## config.mk

```make
export PLATFORM = sky130hd
export DESIGN_NAME = wb_merge_flat
export DESIGN_NICKNAME = d
export VERILOG_FILES = /design/src/rtl/wb_merge_if.sv /design/src/rtl/wb_merge.sv /design/src/flat_wrapper.sv
export SDC_FILE = /design/constraint.sdc
export NUM_CORES = 1
export LEC_CHECK = 0
export ABC_AREA = 1
export BUFFER_PORTS_ARGS = -buffer_cell sky130_fd_sc_hd__clkbuf_2
export CAP_MARGIN = 40
export CORE_UTILIZATION = 57
export DETAILED_ROUTE_END_ITERATION = 8
export MAX_ROUTING_LAYER = met4
export PLACE_DENSITY = 0.77
export SETUP_SLACK_MARGIN = 0.1
export SLEW_MARGIN = 20
export SYNTH_ARGS = -nofsm -noshare
export SYNTH_HDL_FRONTEND = slang
export SYNTH_SLANG_ARGS = --single-unit
```

## constraint.sdc

```tcl
create_clock -name clk -period 2.5 [get_ports clk]
set_input_delay 0.25 -clock clk [delete_from_list [all_inputs] [get_ports clk]]
set_output_delay 0.25 -clock clk [all_outputs]
set_load 0.02 [all_outputs]
```

## src/rtl/wb_merge_if.sv

```systemverilog
// Bus bundle for the writeback merge stage: pipeline result, mul/div handshake,
// register-file write port and hazard/occupancy status.
interface wb_merge_if #(
    parameter int DATA_W  = 32,
    parameter int ADDR_W  = 5,
    parameter int Q_DEPTH = 4
);
    localparam int NREG = 1 << ADDR_W;
    localparam int CW   = $clog2(Q_DEPTH) + 1;

    // md_valid/md_ready: a result transfers on a rising clk edge where both are high.
    // The producer holds md_rd/md_data stable while md_valid waits for md_ready, and
    // md_ready never depends on md_valid.
    logic              pipe_valid;
    logic [ADDR_W-1:0] pipe_rd;
    logic [DATA_W-1:0] pipe_data;
    logic              md_valid;
    logic              md_ready;
    logic [ADDR_W-1:0] md_rd;
    logic [DATA_W-1:0] md_data;
    logic              wb_en;
    logic [ADDR_W-1:0] wb_rd;
    logic [DATA_W-1:0] wb_data;
    logic [NREG-1:0]   pending_mask;
    logic [CW-1:0]     q_count;

    modport master (
        output pipe_valid, pipe_rd, pipe_data, md_valid, md_rd, md_data,
        input  md_ready, wb_en, wb_rd, wb_data, pending_mask, q_count
    );

    modport slave (
        input  pipe_valid, pipe_rd, pipe_data, md_valid, md_rd, md_data,
        output md_ready, wb_en, wb_rd, wb_data, pending_mask, q_count
    );
endinterface

```

## src/rtl/wb_merge.sv

```systemverilog
// Merges unstallable pipeline results and FIFO-buffered mul/div results onto the
// single register-file write port, with WAW kill and a pending-destination mask.
module wb_merge #(
    parameter int DATA_W  = 32,
    parameter int ADDR_W  = 5,
    parameter int Q_DEPTH = 4
) (
    input  logic      clk,
    input  logic      reset,
    wb_merge_if.slave bus
);
    localparam int PTR_W = $clog2(Q_DEPTH);
    localparam int CW    = PTR_W + 1;
    localparam int NREG  = 1 << ADDR_W;
    localparam logic [CW-1:0] DEPTH_C = CW'(Q_DEPTH);

    logic              live_q [Q_DEPTH];
    logic [ADDR_W-1:0] rd_q   [Q_DEPTH];
    logic [DATA_W-1:0] data_q [Q_DEPTH];
    logic [PTR_W-1:0]  head, tail;
    logic [CW-1:0]     count;

    logic              wb_en_r;
    logic [ADDR_W-1:0] wb_rd_r;
    logic [DATA_W-1:0] wb_data_r;
    logic [NREG-1:0]   mask;

    logic pipe_hit, head_live, head_dead, do_pop, do_enq, enq_live, ready;

    // live bits are cleared on pop, so an empty slot never reads as live.
    always_comb begin
        pipe_hit  = bus.pipe_valid && (bus.pipe_rd != '0);
        head_live = live_q[head];
        head_dead = (count != '0) && !live_q[head];
        do_pop    = head_dead || (head_live && !pipe_hit);
        ready     = (count < DEPTH_C);
        do_enq    = bus.md_valid && ready && (bus.md_rd != '0);
        enq_live  = !(pipe_hit && (bus.md_rd == bus.pipe_rd));
    end

    always_ff @(posedge clk or posedge reset) begin
        if (reset) begin
            for (int i = 0; i < Q_DEPTH; i++) live_q[i] <= 1'b0;
        end else begin
            for (int i = 0; i < Q_DEPTH; i++) begin
                if (pipe_hit && (rd_q[i] == bus.pipe_rd)) live_q[i] <= 1'b0;
            end
            if (do_pop) live_q[head] <= 1'b0;
            if (do_enq) live_q[tail] <= enq_live;
        end
    end

    always_ff @(posedge clk) begin
        if (do_enq) begin
            rd_q[tail]   <= bus.md_rd;
            data_q[tail] <= bus.md_data;
        end
    end

    always_ff @(posedge clk or posedge reset) begin
        if (reset) begin
            head  <= '0;
            tail  <= '0;
            count <= '0;
        end else begin
            if (do_pop) head <= head + PTR_W'(1);
            if (do_enq) tail <= tail + PTR_W'(1);
            case ({do_enq, do_pop})
                2'b10:   count <= count + CW'(1);
                2'b01:   count <= count - CW'(1);
                default: count <= count;
            endcase
        end
    end

    // Pipeline wins the port; wb_rd/wb_data hold when nothing is written.
    always_ff @(posedge clk or posedge reset) begin
        if (reset) begin
            wb_en_r   <= 1'b0;
            wb_rd_r   <= '0;
            wb_data_r <= '0;
        end else if (pipe_hit) begin
            wb_en_r   <= 1'b1;
            wb_rd_r   <= bus.pipe_rd;
            wb_data_r <= bus.pipe_data;
        end else if (head_live) begin
            wb_en_r   <= 1'b1;
            wb_rd_r   <= rd_q[head];
            wb_data_r <= data_q[head];
        end else begin
            wb_en_r   <= 1'b0;
        end
    end

    always_comb begin
        mask = '0;
        for (int i = 0; i < Q_DEPTH; i++) begin
            if (live_q[i]) mask[rd_q[i]] = 1'b1;
        end
    end

    always @(posedge clk) begin
        if (!reset) assert (count <= DEPTH_C);
    end

    assign bus.md_ready     = ready;
    assign bus.wb_en        = wb_en_r;
    assign bus.wb_rd        = wb_rd_r;
    assign bus.wb_data      = wb_data_r;
    assign bus.pending_mask = mask;
    assign bus.q_count      = count;
endmodule

```

## src/flat_wrapper.sv

```systemverilog
// flat-port wrapper written by rule: the top's interface ports become plain ports
module wb_merge_flat 
#(
    parameter int DATA_W  = 32,
    parameter int ADDR_W  = 5,
    parameter int Q_DEPTH = 4
)
  (clk, reset, bus_pipe_valid, bus_pipe_rd, bus_pipe_data, bus_md_valid, bus_md_rd, bus_md_data, bus_md_ready, bus_wb_en, bus_wb_rd, bus_wb_data, bus_pending_mask, bus_q_count);
  wb_merge_if #(.DATA_W(DATA_W), .ADDR_W(ADDR_W), .Q_DEPTH(Q_DEPTH)) bus_i ();
  input  logic clk;
  input  logic reset;
  input wire logic [$bits(bus_i.pipe_valid)-1:0] bus_pipe_valid;
  input wire logic [$bits(bus_i.pipe_rd)-1:0] bus_pipe_rd;
  input wire logic [$bits(bus_i.pipe_data)-1:0] bus_pipe_data;
  input wire logic [$bits(bus_i.md_valid)-1:0] bus_md_valid;
  input wire logic [$bits(bus_i.md_rd)-1:0] bus_md_rd;
  input wire logic [$bits(bus_i.md_data)-1:0] bus_md_data;
  output wire logic [$bits(bus_i.md_ready)-1:0] bus_md_ready;
  output wire logic [$bits(bus_i.wb_en)-1:0] bus_wb_en;
  output wire logic [$bits(bus_i.wb_rd)-1:0] bus_wb_rd;
  output wire logic [$bits(bus_i.wb_data)-1:0] bus_wb_data;
  output wire logic [$bits(bus_i.pending_mask)-1:0] bus_pending_mask;
  output wire logic [$bits(bus_i.q_count)-1:0] bus_q_count;
  assign bus_i.pipe_valid = bus_pipe_valid;
  assign bus_i.pipe_rd = bus_pipe_rd;
  assign bus_i.pipe_data = bus_pipe_data;
  assign bus_i.md_valid = bus_md_valid;
  assign bus_i.md_rd = bus_md_rd;
  assign bus_i.md_data = bus_md_data;
  assign bus_md_ready = bus_i.md_ready;
  assign bus_wb_en = bus_i.wb_en;
  assign bus_wb_rd = bus_i.wb_rd;
  assign bus_wb_data = bus_i.wb_data;
  assign bus_pending_mask = bus_i.pending_mask;
  assign bus_q_count = bus_i.q_count;
  wb_merge #(.DATA_W(DATA_W), .ADDR_W(ADDR_W), .Q_DEPTH(Q_DEPTH)) u_core (.clk(clk), .reset(reset), .bus(bus_i));
endmodule
```

==> metrics.md, run 1 <==
| Metric | Value |
|---|---|
| Fmax | `430 MHz` |
| Nets in the synthesized netlist | `976` |
| Combined global-route utilization of all metal layers | `30.0%` |
| Count of buffers from port buffering | `151` |
| Kind of start point of the critical path | `flop` |
| Number of rows in the core area | `46` |
| Post-layout min period | `2320 ps` |
| Mapped Area | `between 0.009 and 0.01 mm^2` |
| Setup repair bufs after CTS | `0` |
| Type of element capturing the critical path | `output port` |
| Antenna violations before repair | `0` |
| Register area share after synthesis | `60.6%` |
| Pin count of the biggest net entering global routing | `67` |
| Die width | `130 um` |
| Largest fanout on the critical path | `8` |
| Number of violations of the max-capacitance limit | `0` |
| Actual transition at the worst max-transition pin | `689 ps` |
| Worst EP required | `2250 ps` |
| Clock root buffer | `sky130_fd_sc_hd__clkbuf_16` |
| Distinct cells, synth | `33` |
| Routed via count divided by cell count | `5.89` |
| Number of levels in the clock H-tree | `4` |
| Num Clock Sinks | `197` |
| Maximum single-stage delay on the critical path | `500 ps` |
| Synthesis-to-layout area growth | `16.1%` |
| Average wire per cell in the routed design | `18.8 um` |
| Number of detailed-route iterations in the first pass | `6` |
| TritonCTS clock tree | `yes` |
| WL final | `23,600 um` |
| Nets@finish | `1,116` |
| Number of buffers added by the clock tree synthesis step | `17` |
| Final Skew | `9.09 ps` |
| P_leak | `4.33 nW` |
| Clock input transition at the sequential cells of the worst setup and hold paths | `70 ps` |
| Estimated wirelength of the detail-placed design | `between 15,000 and 20,000 um` |
| Count of final hold-check violations | `0` |
| Crit path buf inv count | `2` |
| Arr. time, crit path | `2070 ps` |
| List of cells traversed by the critical path | `inv_1 -> nand3_1 -> o22a_1 -> o221ai_1 -> clkbuf_2` |
| Total number of vias | `7,401` |
| Slack of the critical path | `177 ps` |
| Core footprint | `0.0159 mm^2` |
| Cell Pwr Density | `~1100 mW/mm^2` |
| Synth warnings | `0` |
| Placer's final routability congestion estimate | `0.974` |
| Post-Place Worst Slack | `263 ps` |
| Worst max-slew margin expressed relative to the limit | `a little over half` |
| Effective utilization at floorplan | `58.6%` |
| Total grt overflow | `0` |
| Maximum buffer depth of the clock tree | `2` |
| Vias in the first global route | `6,815` |
| Later-pin clock latency in the skew report | `430 ps` |
| Ant diodes | `0` |
| Number of flip-flops and latches in the synthesized netlist | `197` |
| Number of violations reported at the end of detailed-routing iteration 0 | `853` |
| Worst IR drop on VDD | `0.647 mV` |
| Max Transition Viols Final | `0` |
| DRC viols | `0` |
| Path category of the worst min-delay check | `input port to flop` |
| Endpoints failing setup | `0` |
| Avg Inst Size Synth | `between 10 and 15 um^2` |
| Fin crit share | `between 90 and 100%` |
| Crit-path slowest cell | `sky130_fd_sc_hd__edfxtp_1` |
| Share of final-layout standard cells stronger than drive strength 1 | `21.2%` |
| IO Count | `152` |
| Gate count after technology mapping | `888` |
| Run status | `complete, no violations` |
| Overall die height | `approximately 130 um` |
| Overall power of the completed layout | `around 12 mW` |
| Class of the most critical setup path | `flop to output port` |
| Setup Total Neg Slack | `0 ps` |
| Top cell family by delay on the critical path | `flip-flops` |
| Unrepaired setup endpoints after global routing | `yes` |
| Global-route wire length before repair | `36,000 um` |
| Antenna-violating nets left | `0` |
| Die footprint | `~0.017 mm^2` |
| Worst hold slack after final layout | `about 33 ps` |
[kinds of logic after synthesis]
group | count (synthesis) | share of synthesized area [%]
and+or+nand+nor | 361 | 16.5
DFF | 197 | 60.6
AOI/OAI and AO/OA | 194 | 13.2
buffers and inverters | 97 | 5.51
xor gates and xnor gates | 29 | 2.72
adders and majority gates | 10 | 1.42
[metal layers]
layer,share of wire (%),vias to the layer above,GRT usage [%],wire length [um]
li1,-,3457,-,-
met2,47,392,45.5,11100
met1,41,3495,38.6,9740
met3,9.4,57,7.05,2220
met5,0,-,-,0
met4,2.3,0,13.2,550
[metrics by stage]
stage                     std cells  cell area (um^2)  utilization [%]
final                          1257             10900             68.1
after global routing           1257             10900             68.1
after CTS                      1257             10800             68.0
after detailed placement       1224             10200             64.1
after global placement         1224             10200             64.1
after floorplan                 888              9350                -
[synth_stat cells, drive strengths merged]
| library cell | number | area, um^2 |
|---|---|---|
| o22ai | 9 | 56.3 |
| xnor2 | 13 | 114 |
| ha | 9 | 113 |
| inv | 47 | 181 |
| buf | 41 | 300 |
| fa | 1 | 20.0 |
| xor2 | 16 | 140 |
| o211ai | 15 | 113 |
| or2 | 4 | 25.0 |
| o21ai | 96 | 480 |
| a31oi | 7 | 43.8 |
| dfrtp | 49 | 1230 |
| o221ai | 28 | 245 |
| nand3b | 1 | 7.51 |
| a21oi | 12 | 60.1 |
| clkbuf | 9 | 33.8 |
| nand4 | 3 | 18.8 |
| o22a | 27 | 236 |
| nor2 | 122 | 468 |
| edfxtp | 148 | 4440 |
| nand3 | 107 | 541 |
| nand2 | 124 | 483 |
[registers in the layout, indices dropped and copies added (netlist names)]
| signal | flops |
|---|---|
| u_core.bus.wb_rd | 5 |
| u_core.head | 2 |
| u_core.live_q | 4 |
| u_core.tail | 2 |
| u_core.bus.wb_en | 1 |
| u_core.rd_q | 20 |
| u_core.bus.q_count | 3 |
| u_core.bus.wb_data | 32 |
| u_core.data_q | 128 |
[repair_timing]
item	4_1_cts	5_1_grt
hold buffers	1	0
setup endpoints to repair	0	11
gates resized for setup	0	5
endpoints found under the hold margin	28	0
[power by group]
group	switching, mW	internal, mW	total, mW
Combinational	3.05	1.42	4.47
Clock	1.19	1.60	2.79
Sequential	0.418	4.30	4.72
[cells in the final DEF (no fill, tap or decap), drive strengths merged]
master,n
a21oi,12
a31oi,7
buf,19
bufinv,3
clkbuf,171
clkinv,3
clkinvlp,2
dfrtp,49
dlygate4sd3,1
edfxtp,148
fa,1
ha,9
inv,51
nand2,124
nand3,107
nand3b,1
nand4,3
nor2,122
o211ai,15
o21ai,96
o221ai,28
o22a,27
o22ai,9
or2,4
xnor2,13
xor2,16
[path summary, 6_finish.rpt]
kind / start / end / slack (ps) / depth (start not counted)
worst max-delay path: u_core.rd_q[0][1] / bus_pending_mask[28] / 180 / 5
worst min-delay path: bus_md_data[14] / u_core.data_q[1][14] / 30 / 1
worst min register to register: u_core.bus.wb_data[29] / u_core.bus.wb_data[29] / 480 / 2
worst max register to register: u_core.head[1] / u_core.bus.q_count[2] / 320 / 11
min in group asynchronous: reset / u_core.bus.wb_data[28] / 470 / 3
max in group asynchronous: reset / u_core.bus.wb_data[7] / 1370 / 4
[area by class of cell]
cell class,count,area [um^2]
inverters,47,181
fillers,1196,5090
well taps,216,270
clock buffers,20,437
flip-flops and latches,197,5680
repair buffers,171,946
multi-input cells,594,3170
clock inverters,12,170
Note: power is estimated with default switching activity, not from simulation.
==> inputs of run 2 (changes only) <==
--- a/config.mk
+++ b/config.mk
@@ -7,11 +7,11 @@
 export LEC_CHECK = 0
 export ABC_AREA = 1
 export BUFFER_PORTS_ARGS = -buffer_cell sky130_fd_sc_hd__clkbuf_2
-export CAP_MARGIN = 40
-export CORE_UTILIZATION = 57
+export CORE_UTILIZATION = 51
+export CTS_CLUSTER_SIZE = 8
 export DETAILED_ROUTE_END_ITERATION = 8
 export MAX_ROUTING_LAYER = met4
-export PLACE_DENSITY = 0.77
+export PLACE_DENSITY = 0.73
 export SETUP_SLACK_MARGIN = 0.1
 export SLEW_MARGIN = 20
 export SYNTH_ARGS = -nofsm -noshare
==> constraint.sdc (replaced) <==
create_clock -name clk -period 2.1 [get_ports clk]
set_input_delay 0.21 -clock clk [delete_from_list [all_inputs] [get_ports clk]]
set_output_delay 0.21 -clock clk [all_outputs]
set_load 0.02 [all_outputs]
==> metrics.md, run 2 (synthesis results as in run 1) <==
| Metric | Value |
|---|---|
| Worst EP required | `about 1900 ps` |
| Share of final-layout standard cells stronger than drive strength 1 | `30.0%` |
| Most used cells in the layout excluding fill and tap cells | `148 x sky130_fd_sc_hd__edfxtp_1, 137 x sky130_fd_sc_hd__clkbuf_2, 120 x sky130_fd_sc_hd__nand2_1, 119 x sky130_fd_sc_hd__nor2_1, 86 x sky130_fd_sc_hd__buf_4` |
| Min-delay src | `bus_md_data[5]` |
| Worst R2R Setup Slack | `around 50 ps` |
| Largest fanout on the critical path | `5` |
| Clock root buffer | `sky130_fd_sc_hd__clkbuf_16` |
| Vias in the first global route | `a little over 7,000` |
| Maximum buffer depth of the clock tree | `2` |
| Overall die height | `137 um` |
| Combinational Power Share | `40.6%` |
| Final Skew | `13.3 ps` |
| Largest register FFs | `128` |
| Number of buffers added by the clock tree synthesis step | `17` |
| Count of final hold-check violations | `0` |
| Count of buffers from port buffering | `151` |
| Cell Count Post-Placement | `~1,200` |
| Worst IR drop on VDD | `0.878 mV` |
| Net load switching power | `roughly 5.9 mW` |
| Standard cell area after detailed placement | `0.0104 mm^2` |
| Number of violations reported at the end of detailed-routing iteration 0 | `833` |
| Post-route cell area | `0.0120 mm^2` |
| Synthesis-to-layout area growth | `28.3%` |
| Pin count of the biggest net entering global routing | `67` |
| Placer's final routability congestion estimate | `between 1 and 1.5` |
| Fin crit share | `100%` |
| Estimated wirelength of the detail-placed design | `15,400 um` |
| Number of rows in the core area | `49` |
| Internal power consumption | `8.91 mW` |
| Total grt overflow | `0` |
| Number of levels in the clock H-tree | `4` |
| Global-route wire length before repair | `37,400 um` |
| Class of the most critical setup path | `flop to output port` |
| Average wire per cell in the routed design | `about 19 um` |
| Max Transition Viols Final | `0` |
| Post-Place Worst Slack | `between 150 and 200 ps` |
| Routed via count divided by cell count | `5.80` |
| Path category of the worst min-delay check | `input port to flop` |
| Kind of start point of the critical path | `flop` |
| Share of the core filled with cells | `around 67%` |
| Register ranked first by flip-flop count | `u_core.data_q` |
| WL final | `25,800 um` |
| DRC viols | `0` |
| Worst hold slack after final layout | `approximately 10 ps` |
| Crit-path slowest cell | `sky130_fd_sc_hd__edfxtp_1` |
| Effective utilization at floorplan | `52.1%` |
| Nets@finish | `roughly 1,200` |
| Number of detailed-route iterations in the first pass | `5` |
| Fmax | `between 400 and 500 MHz` |
| Num Clock Sinks | `between 150 and 200` |
| Antenna violations before repair | `2` |
| Startpoint of the worst-slack reg-to-reg timing path | `u_core.head[0]` |
| Worst max-slew margin expressed relative to the limit | `55.1%` |
| Die footprint | `0.0189 mm^2` |
| Net switching share of the total power | `39.9%` |
| Clock share of power | `21.3%` |
| Endpoints failing setup | `2` |
| Antenna-violating nets left | `0` |
| Type of element capturing the critical path | `output port` |
| Maximum single-stage delay on the critical path | `500 ps` |
| Reg2reg end | `u_core.bus.q_count[2]` |
| Combined global-route utilization of all metal layers | `27.7%` |
| Number of violations of the max-capacitance limit | `0` |
| Arr. time, crit path | `1900 ps` |
| Cell Pwr Density | `1240 mW/mm^2` |
| Slack of the critical path | `-5.52 ps` |
| Most frequent standard cell in the layout excluding fill and tap cells | `sky130_fd_sc_hd__edfxtp_1` |
| Core footprint | `0.0180 mm^2` |
| Post-layout min period | `2110 ps` |
| P_leak | `4.78 nW` |
| Actual transition at the worst max-transition pin | `674 ps` |
| IO Count | `152` |
| TritonCTS clock tree | `yes` |
| FF-to-FF path depth | `12` |
| Unrepaired setup endpoints after global routing | `yes` |
| List of cells traversed by the critical path | `inv_1 -> nand3_4 -> buf_4 -> o221ai_1 -> clkbuf_2` |
| Violations in the final reports | `negative setup slack` |
| Run status | `finished with violations` |
| Sequential cell fraction of total power | `38.1%` |
| Critical Path End | `bus_pending_mask[1]` |
| Later-pin clock latency in the skew report | `440 ps` |
| Die width | `137 um` |
| Total number of vias | `7,917` |
| CP Launch Point | `u_core.rd_q[3][1]` |
| Final Non-Filler Cells | `about 1,400` |
| Clock input transition at the sequential cells of the worst setup and hold paths | `70 ps` |
[run 2: cell count changes in the layout (fill, tap and decap cells not counted), sizes merged]
cell / change
buf: +76
dlygate4sd3: +30
clkbuf: -13
bufinv: -3
clkinvlp: +3
clkinv: +2
diode: +2
inv: -1
[run 2: timing repair]
item / in CTS / in global routing
resized for setup: 22 / 76
setup buffers: 26 / 26
setup endpoints to repair: 32 / 39
hold endpoints to repair: 142 / 0
hold buffers: 31 / 0
pin swaps: 0 / 6
[run 2: how the worst min path moves through the flow]
stage               slack, ps  depth (start not counted)                      to
detailed placement        300                          2  u_core.bus.wb_data[12]
global route               10                          1     u_core.data_q[1][5]
CTS                       0.4                          1     u_core.data_q[1][5]
global placement          300                          2  u_core.bus.wb_data[12]
finish                     10                          1     u_core.data_q[1][5]
floorplan                 310                          0     u_core.data_q[0][0]
[run 2: metrics by stage]
stage | TNS, ps | power (mW)
global route | -45.4 | 15.7
global placement | 0 | 11.0
floorplan | 0 | 9.45
detailed placement | 0 | 11.1
finish | -9.01 | 14.8
CTS | 0 | 14.4
[run 2: final cells by class]
| type | instances | area [um^2] |
|---|---|---|
| inverter | 47 | 181 |
| antenna | 2 | 5.00 |
| fill | 1339 | 5970 |
| sequential | 197 | 5680 |
| clock buffer | 19 | 475 |
| multi-input combinational | 594 | 3460 |
| timing repair buffer | 265 | 1800 |
| clock inverter | 13 | 116 |
| tap | 229 | 287 |
[run 2: power groups by stage]
stage	logic (mW)	registers, mW	clock network (mW)
6_report	6.02	5.65	3.15
5_1_grt	6.63	5.73	3.36
4_1_cts	5.62	5.62	3.19
3_5_place_dp	5.43	5.68	0
3_3_place_gp	5.32	5.66	0
2_1_floorplan	3.38	6.07	0
[run 2: worst max-delay path, delay by kind of cell, from the launching register on]
| family | cells | cell delay [ps] |
|---|---|---|
| AOI/OAI and AO/OA | 1 | 170 |
| buffers and inverters | 3 | 620 |
| DFF | 1 | 500 |
| and+or+nand+nor | 1 | 160 |
[run 2: routing by layer]
layer	up-vias	wire, um	track usage [%]
li1	3657	-	-
met1	3767	10300	34.2
met2	414	12700	44.6
met3	79	2060	5.48
met4	0	734	11.7
met5	-	0	-
==> inputs of run 3 (changes only) <==
--- a/config.mk
+++ b/config.mk
@@ -10,6 +10,8 @@
 export CORE_UTILIZATION = 51
 export CTS_CLUSTER_SIZE = 8
 export DETAILED_ROUTE_END_ITERATION = 8
+export GPL_TIMING_DRIVEN = 0
+export HOLD_SLACK_MARGIN = 0.02
 export MAX_ROUTING_LAYER = met4
 export PLACE_DENSITY = 0.73
 export SETUP_SLACK_MARGIN = 0.1
==> metrics.md, run 3 (synthesis results as in run 1) <==
| Metric | Value |
|---|---|
| Count of final hold-check violations | `0` |
| Unrepaired setup endpoints after global routing | `yes` |
| Number of buffers added by the clock tree synthesis step | `17` |
| IO Count | `152` |
| TritonCTS clock tree | `yes` |
| Post-layout min period | `2130 ps` |
| Worst R2R Setup Slack | `-30 ps` |
| Cell Pwr Density | `1260 mW/mm^2` |
| Number of levels in the clock H-tree | `4` |
| Worst max-slew margin expressed relative to the limit | `a little over half` |
| Number of detailed-route iterations in the first pass | `6` |
| Worst EP required | `2420 ps` |
| Reg2reg end | `u_core.bus.q_count[2]` |
| Most frequent standard cell in the layout excluding fill and tap cells | `sky130_fd_sc_hd__edfxtp_1` |
| Maximum single-stage delay on the critical path | `530 ps` |
| Number of stages on the worst hold path | `3` |
| Clock root buffer | `sky130_fd_sc_hd__clkbuf_16` |
| Core footprint | `0.0180 mm^2` |
| Worst IR drop on VDD | `1.04 mV` |
| Pin count of the biggest net entering global routing | `50` |
| Sequential cell fraction of total power | `37.2%` |
| Slack of the critical path | `-27.8 ps` |
| Post-Place Worst Slack | `-166 ps` |
| List of cells traversed by the critical path | `inv_1 -> nand2_1 -> nand3_1 -> nand2_2 -> nand2_4 -> nand2_4 -> ha_4 -> inv_4 -> fa_2 -> a21oi_2 -> o21ai_2 -> xor2_1` |
| Post-route cell area | `0.0120 mm^2` |
| WL final | `26,000 um` |
| Antenna-violating nets left | `0` |
| FF-to-FF path depth | `12` |
| Combinational Power Share | `42.5%` |
| CP Launch Point | `u_core.live_q[2]` |
| Fin crit share | `101%` |
| Min-Delay Endpoint | `u_core.bus.wb_data[7]` |
| Startpoint of the worst-slack reg-to-reg timing path | `u_core.live_q[2]` |
| Overall power of the completed layout | `15.2 mW` |
| Register ranked first by flip-flop count | `u_core.data_q` |
| Type of element capturing the critical path | `flop` |
| Num Clock Sinks | `between 150 and 200` |
| Die footprint | `approximately 0.019 mm^2` |
| Endpoints failing setup | `1` |
| Effective utilization at floorplan | `52.1%` |
| Path category of the worst min-delay check | `input port to flop` |
| Overall die height | `137 um` |
| Total grt overflow | `0` |
| Number of rows in the core area | `between 40 and 50` |
| Number of violations reported at the end of detailed-routing iteration 0 | `847` |
| Total number of vias | `7,857` |
| Largest register FFs | `128` |
| Actual transition at the worst max-transition pin | `692 ps` |
| Fmax | `about 470 MHz` |
| Clock input transition at the sequential cells of the worst setup and hold paths | `70 ps` |
| Die width | `~140 um` |
| Placer's final routability congestion estimate | `around 0.93` |
| Combined global-route utilization of all metal layers | `28.8%` |
| Clock share of power | `a little over 20%` |
| Max Transition Viols Final | `0` |
| Standard cell area after detailed placement | `0.0105 mm^2` |
| Net load switching power | `6.08 mW` |
| Routed via count divided by cell count | `5.71` |
| P_leak | `~4.8 nW` |
| Kind of start point of the critical path | `flop` |
| Global-route wire length before repair | `38,800 um` |
| Ant diodes | `0` |
| Nets@finish | `1,223` |
| Min-delay src | `bus_pipe_data[7]` |
| Antenna violations before repair | `0` |
| Largest fanout on the critical path | `7` |
| Combined flip-flop and latch cell area | `around 0.0057 mm^2` |
| Maximum buffer depth of the clock tree | `2` |
| DRC viols | `0` |
| CP dominant cell by count | `sky130_fd_sc_hd__nand2_4` |
| Worst hold slack after final layout | `around 36 ps` |
| Class of the most critical setup path | `flop to flop` |
| Average wire per cell in the routed design | `18.9 um` |
| Estimated wirelength of the detail-placed design | `16,900 um` |
| Synthesis-to-layout area growth | `28.8%` |
| Filler cell count in the final layout | `around 1,400` |
| Total area of multi-input combinational cells | `0.00347 mm^2` |
| Count of buffers from port buffering | `146` |
| Final Skew | `9.05 ps` |
| Later-pin clock latency in the skew report | `430 ps` |
| Internal power consumption | `9.11 mW` |
| Run status | `finished with violations` |
| Net switching share of the total power | `40.0%` |
| Share of final-layout standard cells stronger than drive strength 1 | `28.6%` |
| Arr. time, crit path | `2450 ps` |
| Vias in the first global route | `7,172` |
| Crit-path slowest cell | `sky130_fd_sc_hd__dfrtp_2` |
| Violations in the final reports | `negative setup slack` |
| Most used cells in the layout excluding fill and tap cells | `148 x sky130_fd_sc_hd__edfxtp_1, 142 x sky130_fd_sc_hd__clkbuf_2, 119 x sky130_fd_sc_hd__nor2_1, 117 x sky130_fd_sc_hd__nand2_1, 81 x sky130_fd_sc_hd__nand3_1` |
| Number of violations of the max-capacitance limit | `0` |
[run 3: worst max path at each step]
stage	slack (ps)	cells after the start	endpoint
3_5_place_dp	-170	13	u_core.bus.q_count[2]
3_3_place_gp	-520	5	u_core.data_q[3][6]
4_1_cts	60	13	u_core.bus.q_count[2]
5_1_grt	-80	12	u_core.bus.q_count[2]
2_1_floorplan	20	13	u_core.bus.q_count[2]
6_report	-30	12	u_core.bus.q_count[2]
[run 3: what timing repair did]
item	in CTS	in global routing
gates resized for setup	31	58
hold buffers	47	0
setup endpoints to repair	34	54
pin swaps	3	5
setup buffers	15	16
endpoints found under the hold margin	191	0
[run 3: layout make-up]
| type | count | share of cell area (%) |
|---|---|---|
| sequential | 197 | 47.1 |
| multi-input combinational | 594 | 28.8 |
| timing repair buffer | 228 | 12.7 |
| clock buffer | 20 | 3.63 |
| buffer | 50 | 2.84 |
| tap | 229 | 2.38 |
| inverter | 47 | 1.55 |
| clock inverter | 12 | 0.966 |
[run 3: worst max-delay path, delay by kind of cell (launching register included)]
family | cells | cell delay, ps
compound gates | 2 | 210
buf+inv | 2 | 140
simple gates | 5 | 470
xor+xnor | 1 | 130
fa+ha+maj | 2 | 520
flops | 1 | 530
[run 3: per-layer routing]
layer / GRT usage, % / up-vias / wire (um) / share of wire [%]
met4: 10.9 / 0 / 639 / 2.5
met5: - / - / 0 / 0
met3: 4.86 / 55 / 1830 / 7.1
li1: - / 3674 / - / -
met2: 45.4 / 402 / 12800 / 49
met1: 37.4 / 3726 / 10700 / 41
[run 3: through the flow]
stage	setup TNS [ps]	instances	utilization, %
3_3_place_gp	-78520	1263	57.7
2_1_floorplan	0	888	-
4_1_cts	0	1361	65.3
3_5_place_dp	-222	1267	58.2
5_1_grt	-75.4	1377	67.0
6_report	-27.8	1377	67.0
[run 3: power by group through the flow]
stage	Combinational, mW	Clock [mW]	Sequential [mW]
final	6.46	3.08	5.64
after global placement	5.53	0	5.65
after detailed placement	5.74	0	5.63
after CTS	6.03	3.11	5.58
after global routing	7.07	3.25	5.73
after floorplan	3.38	0	6.07
